### src/rtl/rr_arb_pkg.sv
// Shared constants and state encoding for the round-robin decode arbiter.
package rr_arb_pkg;
    localparam int NUM_REQ      = 8;
    localparam int IDX_W        = 3;
    localparam int HOLD_W       = 8;
    localparam int HOLD_MAX_DEF = 15;

    typedef enum logic {IDLE, GRANT} state_t;
endpackage

### src/rtl/grant_decoder.sv
// Combinational index-to-one-hot expansion with enable gate.
module grant_decoder
    import rr_arb_pkg::*;
(
    input  logic [IDX_W-1:0]   idx,
    input  logic               en,
    output logic [NUM_REQ-1:0] onehot
);
    always_comb begin
        onehot = '0;
        if (en) onehot[idx] = 1'b1;
    end
endmodule

### src/rtl/rr_decode_arbiter.sv
// 8-way round-robin arbiter with registered one-hot grant.
// Optional hold watchdog compiled in by defining RR_ARB_TIMEOUT_EN.
module rr_decode_arbiter
    import rr_arb_pkg::*;
#(
    parameter int HOLD_MAX = HOLD_MAX_DEF
) (
    input  logic               clk,
    input  logic               rst_n,
    input  logic [NUM_REQ-1:0] req,
    input  logic               done,
    output logic [NUM_REQ-1:0] gnt,
    output logic [IDX_W-1:0]   gnt_idx,
    output logic               gnt_vld,
    output logic               timeout
);
    state_t             state_q, state_d;
    logic [IDX_W-1:0]   ptr_q, ptr_d;
    logic [IDX_W-1:0]   idx_d;
    logic               vld_d;
    logic [NUM_REQ-1:0] gnt_d;
    logic [IDX_W-1:0]   srch_idx;
    logic               rel;
    logic               expire;

    // Scan from the highest offset down so the lowest offset from ptr wins.
    always_comb begin
        logic [IDX_W-1:0] cand;
        srch_idx = ptr_q;
        for (int i = NUM_REQ - 1; i >= 0; i--) begin
            cand = ptr_q + IDX_W'(i);
            if (req[cand]) srch_idx = cand;
        end
    end

    assign rel = done | ~req[gnt_idx];

`ifdef RR_ARB_TIMEOUT_EN
    logic [HOLD_W-1:0] hold_q, hold_d;

    // Counter sits at zero in IDLE, so it starts from zero on entering GRANT.
    always_comb begin
        hold_d = '0;
        if (state_q == GRANT) hold_d = hold_q + HOLD_W'(1);
    end

    assign expire = (state_q == GRANT) && (hold_q == HOLD_W'(HOLD_MAX - 1));

    always_ff @(posedge clk or negedge rst_n) begin
        if (!rst_n) begin
            hold_q  <= '0;
            timeout <= 1'b0;
        end else begin
            hold_q  <= hold_d;
            timeout <= expire & ~rel;
        end
    end
`else
    assign expire  = 1'b0;
    assign timeout = 1'b0;
`endif

    always_comb begin
        state_d = state_q;
        ptr_d   = ptr_q;
        idx_d   = gnt_idx;
        vld_d   = gnt_vld;
        case (state_q)
            IDLE: begin
                if (|req) begin
                    state_d = GRANT;
                    idx_d   = srch_idx;
                    vld_d   = 1'b1;
                end
            end
            GRANT: begin
                if (rel || expire) begin
                    state_d = IDLE;
                    ptr_d   = gnt_idx + IDX_W'(1);
                    idx_d   = '0;
                    vld_d   = 1'b0;
                end
            end
            default: state_d = IDLE;
        endcase
    end

    grant_decoder u_dec (
        .idx    (idx_d),
        .en     (vld_d),
        .onehot (gnt_d)
    );

    always_ff @(posedge clk or negedge rst_n) begin
        if (!rst_n) begin
            state_q <= IDLE;
            ptr_q   <= '0;
            gnt_idx <= '0;
            gnt_vld <= 1'b0;
            gnt     <= '0;
        end else begin
            state_q <= state_d;
            ptr_q   <= ptr_d;
            gnt_idx <= idx_d;
            gnt_vld <= vld_d;
            gnt     <= gnt_d;
        end
    end
endmodule

### config.mk
export PLATFORM = sky130hd
export DESIGN_NAME = rr_decode_arbiter
export DESIGN_NICKNAME = d
export VERILOG_FILES = /design/src/rtl/rr_arb_pkg.sv /design/src/rtl/grant_decoder.sv /design/src/rtl/rr_decode_arbiter.sv
export SDC_FILE = /design/constraint.sdc
export NUM_CORES = 1
export LEC_CHECK = 0
export BUFFER_PORTS_ARGS = -buffer_cell sky130_fd_sc_hd__buf_2
export CORE_MARGIN = 5
export CORE_UTILIZATION = 32
export CTS_BUF_LIST = sky130_fd_sc_hd__clkbuf_4 sky130_fd_sc_hd__clkbuf_8
export CTS_CLUSTER_SIZE = 25
export DETAILED_ROUTE_END_ITERATION = 8
export GPL_TIMING_DRIVEN = 0
export PLACE_DENSITY = 0.59
export SLEW_MARGIN = 10
export SYNTH_ARGS = -nofsm -noshare
export SYNTH_HDL_FRONTEND = slang
export SYNTH_SLANG_ARGS = --single-unit
export TNS_END_PERCENT = 5
### constraint.sdc
create_clock -name clk -period 8.5 [get_ports clk]
set_input_delay 0.425 -clock clk [delete_from_list [all_inputs] [get_ports clk]]
set_output_delay 0.425 -clock clk [all_outputs]
set_load 0.05 [all_outputs]
# Word-level counts from Yosys, hierarchy flattened

Cells that the tools add are included.

Add/subtract/negate cells: 8
Magnitude comparators: 11
Mux-type cells: 38
Bitwise logic cells: 3
Reductions and logical operators: 3

Operator list:

| operator            | count |
|---|---|
| $lt 3x4->1 const B  | 10 |
| $mux 3              | 10 |
| $bmux 1 s3          | 9 |
| $mux 1              | 14 |
| $add 3x3->3 const B | 4 |
| $mux 8              | 1 |
| $reduce_or 8->1     | 1 |
| $add 3x1->3 const B | 2 |
| $add 3x2->3 const B | 2 |
| $pmux 3 s2          | 1 |
| $pmux 1 s2          | 2 |
| $demux 1 s3         | 1 |
| $ge 3x1->1 const B  | 1 |
| $not 1->1           | 2 |
| $reduce_and 2->1    | 1 |
| $logic_and 1x1->1   | 1 |
| $or 1x1->1          | 1 |

Bits in registers: 16
Input bits: 11
Output and inout bits: 13
Logic and storage cells: 68

# Logic depth before layout (Yosys ltp)

Gate-level depths: netlist (run 1).

Word-level depth: 18
Mapped depth: 13
Mapped depth without buffers: 10

# Modules after synthesis

From an unflattened synthesis (run 1), not the netlist that was laid out.

Cell total of the unflattened synthesis: 161
Area, all modules: 1629.1 µm²

By module, submodules not included:

| module            | instances | cells each | area an instance (µm²) | seq. area each (µm²) |
|---|---|---|---|---|
| rr_decode_arbiter | 1         | 153        | 1534.0                 | 400.4 |
| grant_decoder     | 1         | 8          | 95.1                   | 0.0 |

# Worst setup path after synthesis (run 1)

Ideal clock, no wire load.

Kind: register -> register
Start point: register ptr_q[1]
End point: register gnt[0]
Library setup time: 0.094 ns
Data arrival time: 2.715 ns
Required time: 8.406 ns
Slack: 5.691 ns
Cell stages (with the launch flop): 12
Period minus slack after synthesis: 2.809 ns
Path through: dfrtp_1 -> clkinv_1 -> ha_1 -> buf_6 -> clkbuf_8 -> mux2i_1 -> mux2i_1 -> o211ai_1 -> o311ai_1 -> or2_1 -> o31a_1 -> a211oi_1

Cells in the longest elaborated chain, start to end: 18
Elaborated cells between the ends (all ways): 39

Ends and longest elaborated chain:

| what                                                           | RTL line                 | source |
|---|---|---|
| from (decl)                                                    | rr_decode_arbiter.sv:18  | `logic [IDX_W-1:0] ptr_q, ptr_d;` |
| from (signal assigned)                                         | rr_decode_arbiter.sv:103 | `ptr_q <= ptr_d;` |
| $add 3x3->3                                                    | rr_decode_arbiter.sv:31  | `cand = ptr_q + IDX_W'(i);` |
| $bmux 1 s3                                                     | rr_decode_arbiter.sv:32  | `if (req[cand]) srch_idx = cand;` |
| $mux 1 (not written as such)                                   | rr_decode_arbiter.sv:32  |  |
| $mux 3 (7 in a row)                                            | rr_decode_arbiter.sv:32  |  |
| $mux 3 (*)                                                     | rr_decode_arbiter.sv:32  |  |
| $mux 3 (*)                                                     | rr_decode_arbiter.sv:70  | `if (\|req) begin` |
| $pmux 3 s2 (*)                                                 | rr_decode_arbiter.sv:68  | `case (state_q)` |
| $lt 3x4->1 (not written as such) or $ge 3x1->1 (tied branches) | grant_decoder.sv:11      | `if (en) onehot[idx] = 1'b1;` |
| $logic_and 1x1->1 (not written as such)                        | grant_decoder.sv:11      |  |
| $mux 1 (not written as such)                                   | grant_decoder.sv:11      |  |
| $demux 1 s3 (*)                                                | n/a                      |  |
| $mux 8 (*)                                                     | grant_decoder.sv:11      |  |
| named net gnt_d[0]                                             | rr_decode_arbiter.sv:21  | `logic [NUM_REQ-1:0] gnt_d;` |
| to (signal assigned)                                           | rr_decode_arbiter.sv:106 | `gnt <= gnt_d;` |
| to (decl)                                                      | rr_decode_arbiter.sv:12  | `output logic [NUM_REQ-1:0] gnt,` |

The timed path passes the listed nets; every way through them passes the cells marked *. The select of a mux whose other input is x is not followed.
A chain may end at the register's enable or synchronous reset.

# Worst setup path in the final report (run 1)

Start point: register ptr_q[1]
End point: register gnt[7]

Same word-level chain as after synthesis.

==> impl_metrics.json, run 1 <==
{
  "cts_made_buffers": 3,
  "drt-pass1-iter-count": 4,
  "drtIter0Drc": 120,
  "skew_ns": 0.00172,
  "met1_length_um": 2060,
  "max-slew-margin-rel_pct": 62.7,
  "vias": 1557,
  "routed_via_density": 5.75,
  "synth_compound_area_share_pct": 27.5,
  "gp_congestion": 0.847,
  "netlist_area_um2": 1740,
  "io_buffer_count": 18,
  "root_buffer": "clkbuf_8",
  "synth_ff_type": "dfrtp_1",
  "period_share_pct": 40.5,
  "ys_ff_latch": 16,
  "path_class": "reg -> reg",
  "seq_area_frac_synth_pct": 23.0,
  "grt_pass1_vias": 1552,
  "h-tree-depth": 1,
  "critical_path_required_ns": 8.61,
  "cp.buffers_inverters": 3,
  "grt_use_total_pct": 13.5,
  "final.min_clock_period_ns": 3.44,
  "top_layer_used": "met4",
  "tightest_slew_ns": 0.556,
  "synthTopCellsByArea": "dfrtp_1 (23%), mux4_2 (10%), mux2i_1 (9.8%)",
  "drive_gt1_share_pct": 28.9,
  "hold_viol_final": 0,
  "ys_warn_count": 0,
  "rsz0062_at_grt": "false",
  "syn_nets": 194,
  "synth_area_per_cell_um2": 9.68,
  "synthMuxAreaShare_pct": 24.4,
  "yosys.area.top_type": "dfrtp_1",
  "max_cap_violations": 0,
  "slowest_delay_ns": 0.53,
  "cts_buffer_depth": 2,
  "die-area_um2": 7020,
  "fp.dieW_um": 83.8,
  "fin_nets": 217,
  "cts_tree": "built",
  "start_util_pct": 33.5,
  "status": "finished, final reports clean",
  "wl_met3_um": 103,
  "yosys.area_share.adder_pct": 2.15,
  "final_cell_mix": "buf_2 (19), mux2i_1 (17), dfrtp_1 (16), a21oi_1 (11), nand2_1 (10)",
  "n_antenna_cell": 0,
  "wl_per_cell_um": 16.6,
  "pin_count": 24,
  "synthXorXnorAreaFrac_pct": 2.37,
  "worst-endpoint-arrival_ns": 3.56,
  "clk_pin_slew_ns": 0.06,
  "grt_pass1_wl_um": 7880,
  "start_kind": "flop",
  "cp_top_family": "compound AO/OA/AOI/OAI gates",
  "fin_tns_setup_ns": 0,
  "cp_cell_sequence": "clkinv_1 -> ha_1 -> buf_6 -> clkbuf_8 -> mux2i_1 -> mux2i_1 -> o211ai_1 -> o311ai_1 -> o311a_1 -> a211oi_2 -> nor3_1",
  "crit_fanout": 10,
  "synth_cell_types": 61,
  "antenna_found_initial": 0,
  "rows": 26,
  "die_h_um": 83.8,
  "post_cts_buffers": 0,
  "cts_hold_buf": 0,
  "synth_top_family_by_area": "compound AO/OA/AOI/OAI gates",
  "core_area_um2": 5200,
  "clk_latency_ns": 0.24,
  "synth_edf_count": 0,
  "cp-end-kind": "flop",
  "clock_sink_count": 16,
  "hold_class": "in -> async",
  "async_reset_ff_share_pct": 100,
  "dp_cells": 268,
  "cpMostUsedCell": "mux2i_1",
  "synthSimpleGateAreaFrac_pct": 12.3,
  "drc": 0,
  "cp_slowest_cell": "dfrtp_1",
  "syn_inst": 180,
  "wl_met2_um": 2310,
  "ant_nets": 0,
  "dp_hpwl_um": 3390,
  "wirelength_um": 4500,
  "post_cts_resized": 0,
  "max_freq_mhz": 290,
  "synth_top_cell_area_share_pct": 23.0,
  "setup_viol": 0,
  "stdcell_count": 271,
  "grt.overflow.total": 0,
  "slew_violations": 0,
  "area_delta_synth_final_pct": 12.6,
  "layout_commonest_cell": "buf_2",
  "grt_max_degree": 17
}
## kinds of logic after synthesis
kind of cell | after synthesis
buffers and inverters | 22
and+or+nand+nor | 44
DFF | 16
muxes | 30
other | 1
adders and majority gates | 3
xor gates and xnor gates | 3
AOI/OAI and AO/OA | 61
## per-layer routing
layer	track usage [%]	vias to the layer above
met5	0	-
met4	2.92	0
met3	2.17	4
met2	22.1	31
met1	18.6	775
li1	-	747
## worst reg2reg max path: stages (launching register included)
cell,delay (ns)
dfrtp_1,0.53
clkinv_1,0.36
ha_1,0.41
buf_6,0.13
clkbuf_8,0.18
mux2i_1,0.23
mux2i_1,0.11
o211ai_1,0.31
o311ai_1,0.21
o311a_1,0.41
a211oi_2,0.33
nor3_1,0.11
## cells in the mapped netlist, types with 2 or more instances
library cell	count
a211o_1	2
a211oi_1	4
a21oi_1	11
a221oi_1	2
a31oi_1	6
and2_1	2
buf_6	2
clkbuf_2	3
clkbuf_8	3
dfrtp_1	16
ha_1	3
inv_1	8
mux2_2	3
mux2i_1	17
mux4_2	8
nand2_1	10
nand2b_1	3
nand3_1	6
nand3b_1	2
nor2_1	9
nor3_1	6
nor4_1	2
o2111ai_1	3
o211ai_1	5
o21ai_0	7
xnor2_2	2
## stage by stage
step           cell area, um^2  setup WS, ns  util (%)  hold WS (ns)
6_report                  1960          5.06      37.7        0.0848
5_1_grt                   1960          4.77      37.7         0.105
4_1_cts                   1960          5.12      37.7        0.0943
3_5_place_dp              1920          5.13      36.9         0.353
3_3_place_gp              1920          5.13      36.9         0.356
2_1_floorplan             1740          5.69         -         0.129
## layout make-up
type	instances	area [um^2]
plain buffers	12	103
clock buffers	3	41.3
multi-input cells	142	1200
well taps	70	87.6
fillers	550	3240
repair buffers	18	90.1
flip-flops and latches	16	400
inverters	10	37.5
## worst paths after layout
kind	slack, ns	startpoint	to	cells after the start
max reg2reg	5.06	ptr_q[1]$_DFFE_PN0P_	gnt[7]$_DFF_PN0_	11
min in group clk	0.53	gnt_vld$_DFF_PN0_	gnt_vld$_DFF_PN0_	2
min reg2reg	0.53	gnt_vld$_DFF_PN0_	gnt_vld$_DFF_PN0_	2
min	0.08	rst_n	gnt[1]$_DFF_PN0_	1
max in group asynchronous	8.16	rst_n	gnt_idx[1]$_DFF_PN0_	1
max	5.06	ptr_q[1]$_DFFE_PN0P_	gnt[7]$_DFF_PN0_	11
## registers in the layout, summed over array words and instances (netlist names)
register	cells
ptr_q	3
state_q	1
gnt	8
gnt_vld	1
gnt_idx	3
Power of run 1 is left out: the tool's default activity adds up to more than one toggle a clock period on the data nets, which glitch-free logic cannot reach.
==> run 2: changes to the inputs <==
clock period = 3.5 ns   (was 8.5 ns; I/O delays follow)
==> run 2 against run 1 <==
Against the previous run:
- count of clock-buffer cells in the layout unchanged
- global-route usage is the same
- final cell count up 0.37%
- setup slack got worse by 4.8 ns
- register-to-register slack worse by 4.8 ns
- die area stayed put
- via count is 0.64% higher
- critical path depth unchanged
- worst hold slack gained 0.29 ns
- routed wire length barely moved
- core utilization up 0.29 points
- critical endpoint unchanged
- highest routed layer unchanged
==> impl_metrics.json, run 2 (same netlist as run 1, synthesis figures left out) <==
{
  "skew_ns": 0.000940,
  "period_share_pct": 93.1,
  "fp.dieW_um": 83.8,
  "path_class": "reg -> reg",
  "largest_reg_flops": 8,
  "drive_gt1_share_pct": 29.7,
  "drc": 0,
  "final.min_clock_period_ns": 3.26,
  "grt_pass1_wl_um": 7880,
  "antenna_found_initial": 0,
  "max_cap_violations": 0,
  "grt_pass1_vias": 1552,
  "io_buffer_count": 18,
  "rows": 26,
  "die_h_um": 83.8,
  "cts_made_buffers": 3,
  "max-slew-margin-rel_pct": 63.8,
  "final_cell_mix": "buf_2 (19), mux2i_1 (17), dfrtp_1 (15), a21oi_1 (11), nand2_1 (10)",
  "ant_nets": 0,
  "status": "finished, final reports clean",
  "final_util_pct": 38.0,
  "clk_pin_slew_ns": 0.06,
  "drt-pass1-iter-count": 4,
  "setup_viol": 0,
  "drtIter0Drc": 123,
  "slew_violations": 0,
  "gp_congestion": 0.847,
  "core_area_um2": 5200,
  "grt_max_degree": 17,
  "h-tree-depth": 1,
  "layout_commonest_cell": "buf_2",
  "start_util_pct": 33.5,
  "cts_tree": "built",
  "fin_nets": 218,
  "max_freq_mhz": 307,
  "hold_class": "in -> async",
  "wirelength_um": 4500,
  "nFillCells": 549,
  "top_regs": "gnt (8), gnt_idx (3), ptr_q (3)",
  "n_antenna_cell": 0,
  "grt.overflow.total": 0,
  "dp_hpwl_um": 3390,
  "cts_buffer_depth": 2,
  "die-area_um2": 7020,
  "start_kind": "flop",
  "area_delta_synth_final_pct": 13.4,
  "crit_fanout": 10,
  "routed_via_density": 5.76,
  "root_buffer": "clkbuf_8",
  "clk_latency_ns": 0.24,
  "worst-endpoint-arrival_ns": 3.37,
  "critical_path_required_ns": 3.61,
  "hold_viol_final": 0,
  "wl_per_cell_um": 16.6,
  "pin_count": 24,
  "cp-end-kind": "flop",
  "vias": 1567,
  "grt_use_total_pct": 13.5,
  "largest-register": "gnt",
  "tightest_slew_ns": 0.540,
  "clock_sink_count": 16
}
run 2: cell count changes in the layout (fill, tap and decap cells not counted):
| cell | delta |
|---|---|
| clkinvlp_4 | +1 |
| dfrtp_1 | -1 |
| dlygate4sd3_1 | +1 |
| dfrtp_2 | +1 |
| clkinv_1 | -1 |
run 2: worst max-delay path: stages, from the launching register on:
cell and delay [ns]:
dfrtp_2 0.49, clkinvlp_4 0.25, ha_1 0.35, buf_6 0.13, clkbuf_8 0.18, mux2i_1 0.23
mux2i_1 0.11, o211ai_1 0.31, o311ai_1 0.21, o311a_1 0.41, a211oi_2 0.33, nor3_1 0.11
run 2: through the flow:
step	std cells	hold slack, ns	setup WS (ns)	TNS (ns)	cell area [um^2]
5_1_grt	272	0.396	-0.00827	-0.0100	1980
2_1_floorplan	180	-0.121	0.691	0	1740
4_1_cts	272	0.380	0.116	0	1970
6_report	272	0.373	0.240	0	1980
3_5_place_dp	268	0.103	0.129	0	1920
3_3_place_gp	268	0.106	0.133	0	1920
run 2: cell type report:
class | instances | area (um^2) | share of cell area [%]
plain buffers | 12 | 103 | 5.19
clock buffers | 3 | 41.3 | 2.09
well taps | 70 | 87.6 | 4.43
inverters | 10 | 41.3 | 2.09
repair buffers | 19 | 100 | 5.06
multi-input cells | 142 | 1200 | 60.8
flip-flops and latches | 16 | 402 | 20.3
run 2: final timing paths:
| check | from | end | slack [ns] | depth (start not counted) |
|---|---|---|---|---|
| setup / recovery | ptr_q[1]$_DFFE_PN0P_ | gnt[7]$_DFF_PN0_ | 0.24 | 11 |
| hold / removal | rst_n | gnt[1]$_DFF_PN0_ | 0.37 | 2 |
| setup reg to reg | ptr_q[1]$_DFFE_PN0P_ | gnt[7]$_DFF_PN0_ | 0.24 | 11 |
| hold reg to reg | gnt_vld$_DFF_PN0_ | gnt_vld$_DFF_PN0_ | 0.53 | 2 |
| max in group asynchronous | rst_n | ptr_q[1]$_DFFE_PN0P_ | 2.84 | 2 |
| min in group clk | req[4] | state_q$_DFF_PN0_ | 0.42 | 5 |
run 2: timing repair:
item / in CTS / in global routing
hold buffers: 1 / 0
resized for setup: 0 / 2
setup endpoints to repair: 0 / 9
hold endpoints to repair: 16 / 0
buffers inserted: 0 / 0
run 2: layer usage:
| metal | global-route usage (%) | part of all wire (%) | wire [um] | up-vias |
|---|---|---|---|---|
| met5 | 0 | 0 | 0 | - |
| met2 | 22.1 | 51 | 2320 | 30 |
| met4 | 2.92 | 0.84 | 38 | 0 |
| met1 | 18.6 | 45 | 2040 | 780 |
| met3 | 2.17 | 2.5 | 111 | 4 |
| li1 | - | - | - | 753 |
Power of run 2 is left out for the same reason.
==> run 3: changes to the inputs <==
CORE_ASPECT_RATIO = 1.75   (was unset)
==> run 3 against run 2 <==
Against the previous run:
- non-clock buffer count is 3 higher
- sequential cell count stayed put
- core utilization is 0.18 points higher
- first-iteration DRC count is 67% lower
- routed wire length is 7.4% higher
- global-route usage is 1.1 points higher
- highest routed layer unchanged
==> impl_metrics.json, run 3 (same netlist as run 1, synthesis figures left out) <==
{
  "stdcell_count": 280,
  "status": "finished, final reports clean",
  "clock_sink_count": 16,
  "core_area_um2": 5300,
  "die_h_um": 108,
  "io_buffer_count": 18,
  "hold_class": "in -> async",
  "pre_cts_slack_ns": 0.0901,
  "grt_max_degree": 17,
  "clk_latency_ns": 0.25,
  "max_cap_violations": 0,
  "final.min_clock_period_ns": 3.21,
  "clk_pin_slew_ns": 0.06,
  "slew_violations": 0,
  "critical_path_required_ns": 3.62,
  "skew_ns": 0.000717,
  "cts_tree": "built",
  "rows": 35,
  "rsz0062_at_grt": "false",
  "setup_viol": 0,
  "start_util_pct": 32.9,
  "root_buffer": "clkbuf_8",
  "cp-end-kind": "flop",
  "period_share_pct": 91.7,
  "worstRegToRegCells": 12,
  "vias": 1578,
  "largest-register": "gnt",
  "cp_cell_sequence": "buf_6 -> inv_1 -> ha_1 -> buf_6 -> clkbuf_8 -> mux2i_1 -> mux2i_1 -> o211ai_1 -> o311ai_1 -> o311a_1 -> a211oi_2 -> nor3_1",
  "top_regs": "gnt (8), gnt_idx (3), ptr_q (3)",
  "tightest_slew_ns": 0.541,
  "start_kind": "flop",
  "reg2reg_slack_ns": 0.29,
  "hold_viol_final": 0,
  "dp_cells": 272,
  "grt.overflow.total": 0,
  "slowest_delay_ns": 0.42,
  "antenna_found_initial": 0,
  "pin_count": 24,
  "area_delta_synth_final_pct": 16.0,
  "largest_reg_flops": 8,
  "grt_use_total_pct": 14.6,
  "cp_slowest_cell": "dfrtp_1",
  "drt-pass1-iter-count": 4,
  "drtIter0Drc": 40,
  "layout_commonest_cell": "buf_2",
  "wl_per_cell_um": 17.3,
  "die-area_um2": 7080,
  "cts_made_buffers": 3,
  "path_class": "reg -> reg",
  "max_freq_mhz": 311,
  "final_util_pct": 38.2,
  "wirelength_um": 4840,
  "routed_via_density": 5.64,
  "fin_tns_setup_ns": 0,
  "max-slew-margin-rel_pct": 63.7,
  "worst-endpoint-arrival_ns": 3.33,
  "fp.dieW_um": 65.8,
  "dp_hpwl_um": 4020,
  "crit_fanout": 10,
  "setup_ws_ns": 0.289,
  "n_antenna_cell": 0,
  "ant_nets": 0,
  "gp_congestion": 0.877,
  "drive_gt1_share_pct": 31.6,
  "fin_nets": 221,
  "drc": 0,
  "grt_pass1_wl_um": 8150,
  "final_cell_mix": "buf_2 (19), mux2i_1 (16), dfrtp_1 (15), a21oi_1 (11), nand2_1 (10)",
  "h-tree-depth": 1,
  "cts_buffer_depth": 2,
  "grt_pass1_vias": 1674
}
[run 3: cell types whose count changed in the layout (fill, tap and decap cells not counted), sizes merged]
cell / previous run / this run
buf: 22 / 25
clkbuf: 11 / 12
[run 3: worst paths after layout]
kind,startpoint,to
min in group clk,done,gnt_vld$_DFF_PN0_
max,ptr_q[0]$_DFFE_PN0P_,gnt[5]$_DFF_PN0_
max reg2reg,ptr_q[0]$_DFFE_PN0P_,gnt[5]$_DFF_PN0_
min reg2reg,gnt_vld$_DFF_PN0_,gnt_vld$_DFF_PN0_
min,rst_n,ptr_q[2]$_DFFE_PN0P_
max in group asynchronous,rst_n,ptr_q[1]$_DFFE_PN0P_
[run 3: per-layer routing]
metal	part of all wire (%)	track usage [%]	up-vias
met1	39	16.0	776
met3	2.9	1.57	7
met5	0	0	-
met4	1.6	5.19	0
met2	56	27.8	32
li1	-	-	763
[run 3: final cells by class]
| type | instances | area (um^2) |
|---|---|---|
| fill | 534 | 3280 |
| multi-input combinational | 142 | 1210 |
| sequential | 16 | 402 |
| timing repair buffer | 22 | 123 |
| buffer | 12 | 103 |
| tap | 74 | 92.6 |
| clock buffer | 4 | 55.1 |
| inverter | 10 | 41.3 |
[run 3: worst max-delay path: cells and delay by family, from the launching register on]
family / cells / cell delay (ns)
compound gates: 4 / 1.23
fa+ha+maj: 1 / 0.33
buf+inv: 4 / 0.64
flops: 1 / 0.42
mux: 2 / 0.38
simple gates: 1 / 0.09
[run 3: what timing repair did]
action,in CTS,in global routing
resized for setup,0,3
endpoints found under the hold margin,16,0
hold buffers,1,0
setup buffers,0,3
endpoints found under the setup margin,0,9
[run 3: metrics by stage]
stage	hold slack (ns)	instance area (um^2)
3_5_place_dp	0.104	1930
2_1_floorplan	-0.121	1740
3_3_place_gp	0.104	1930
6_report	0.357	2020
5_1_grt	0.414	2020
4_1_cts	0.365	1990
Power of run 3 is left out for the same reason.
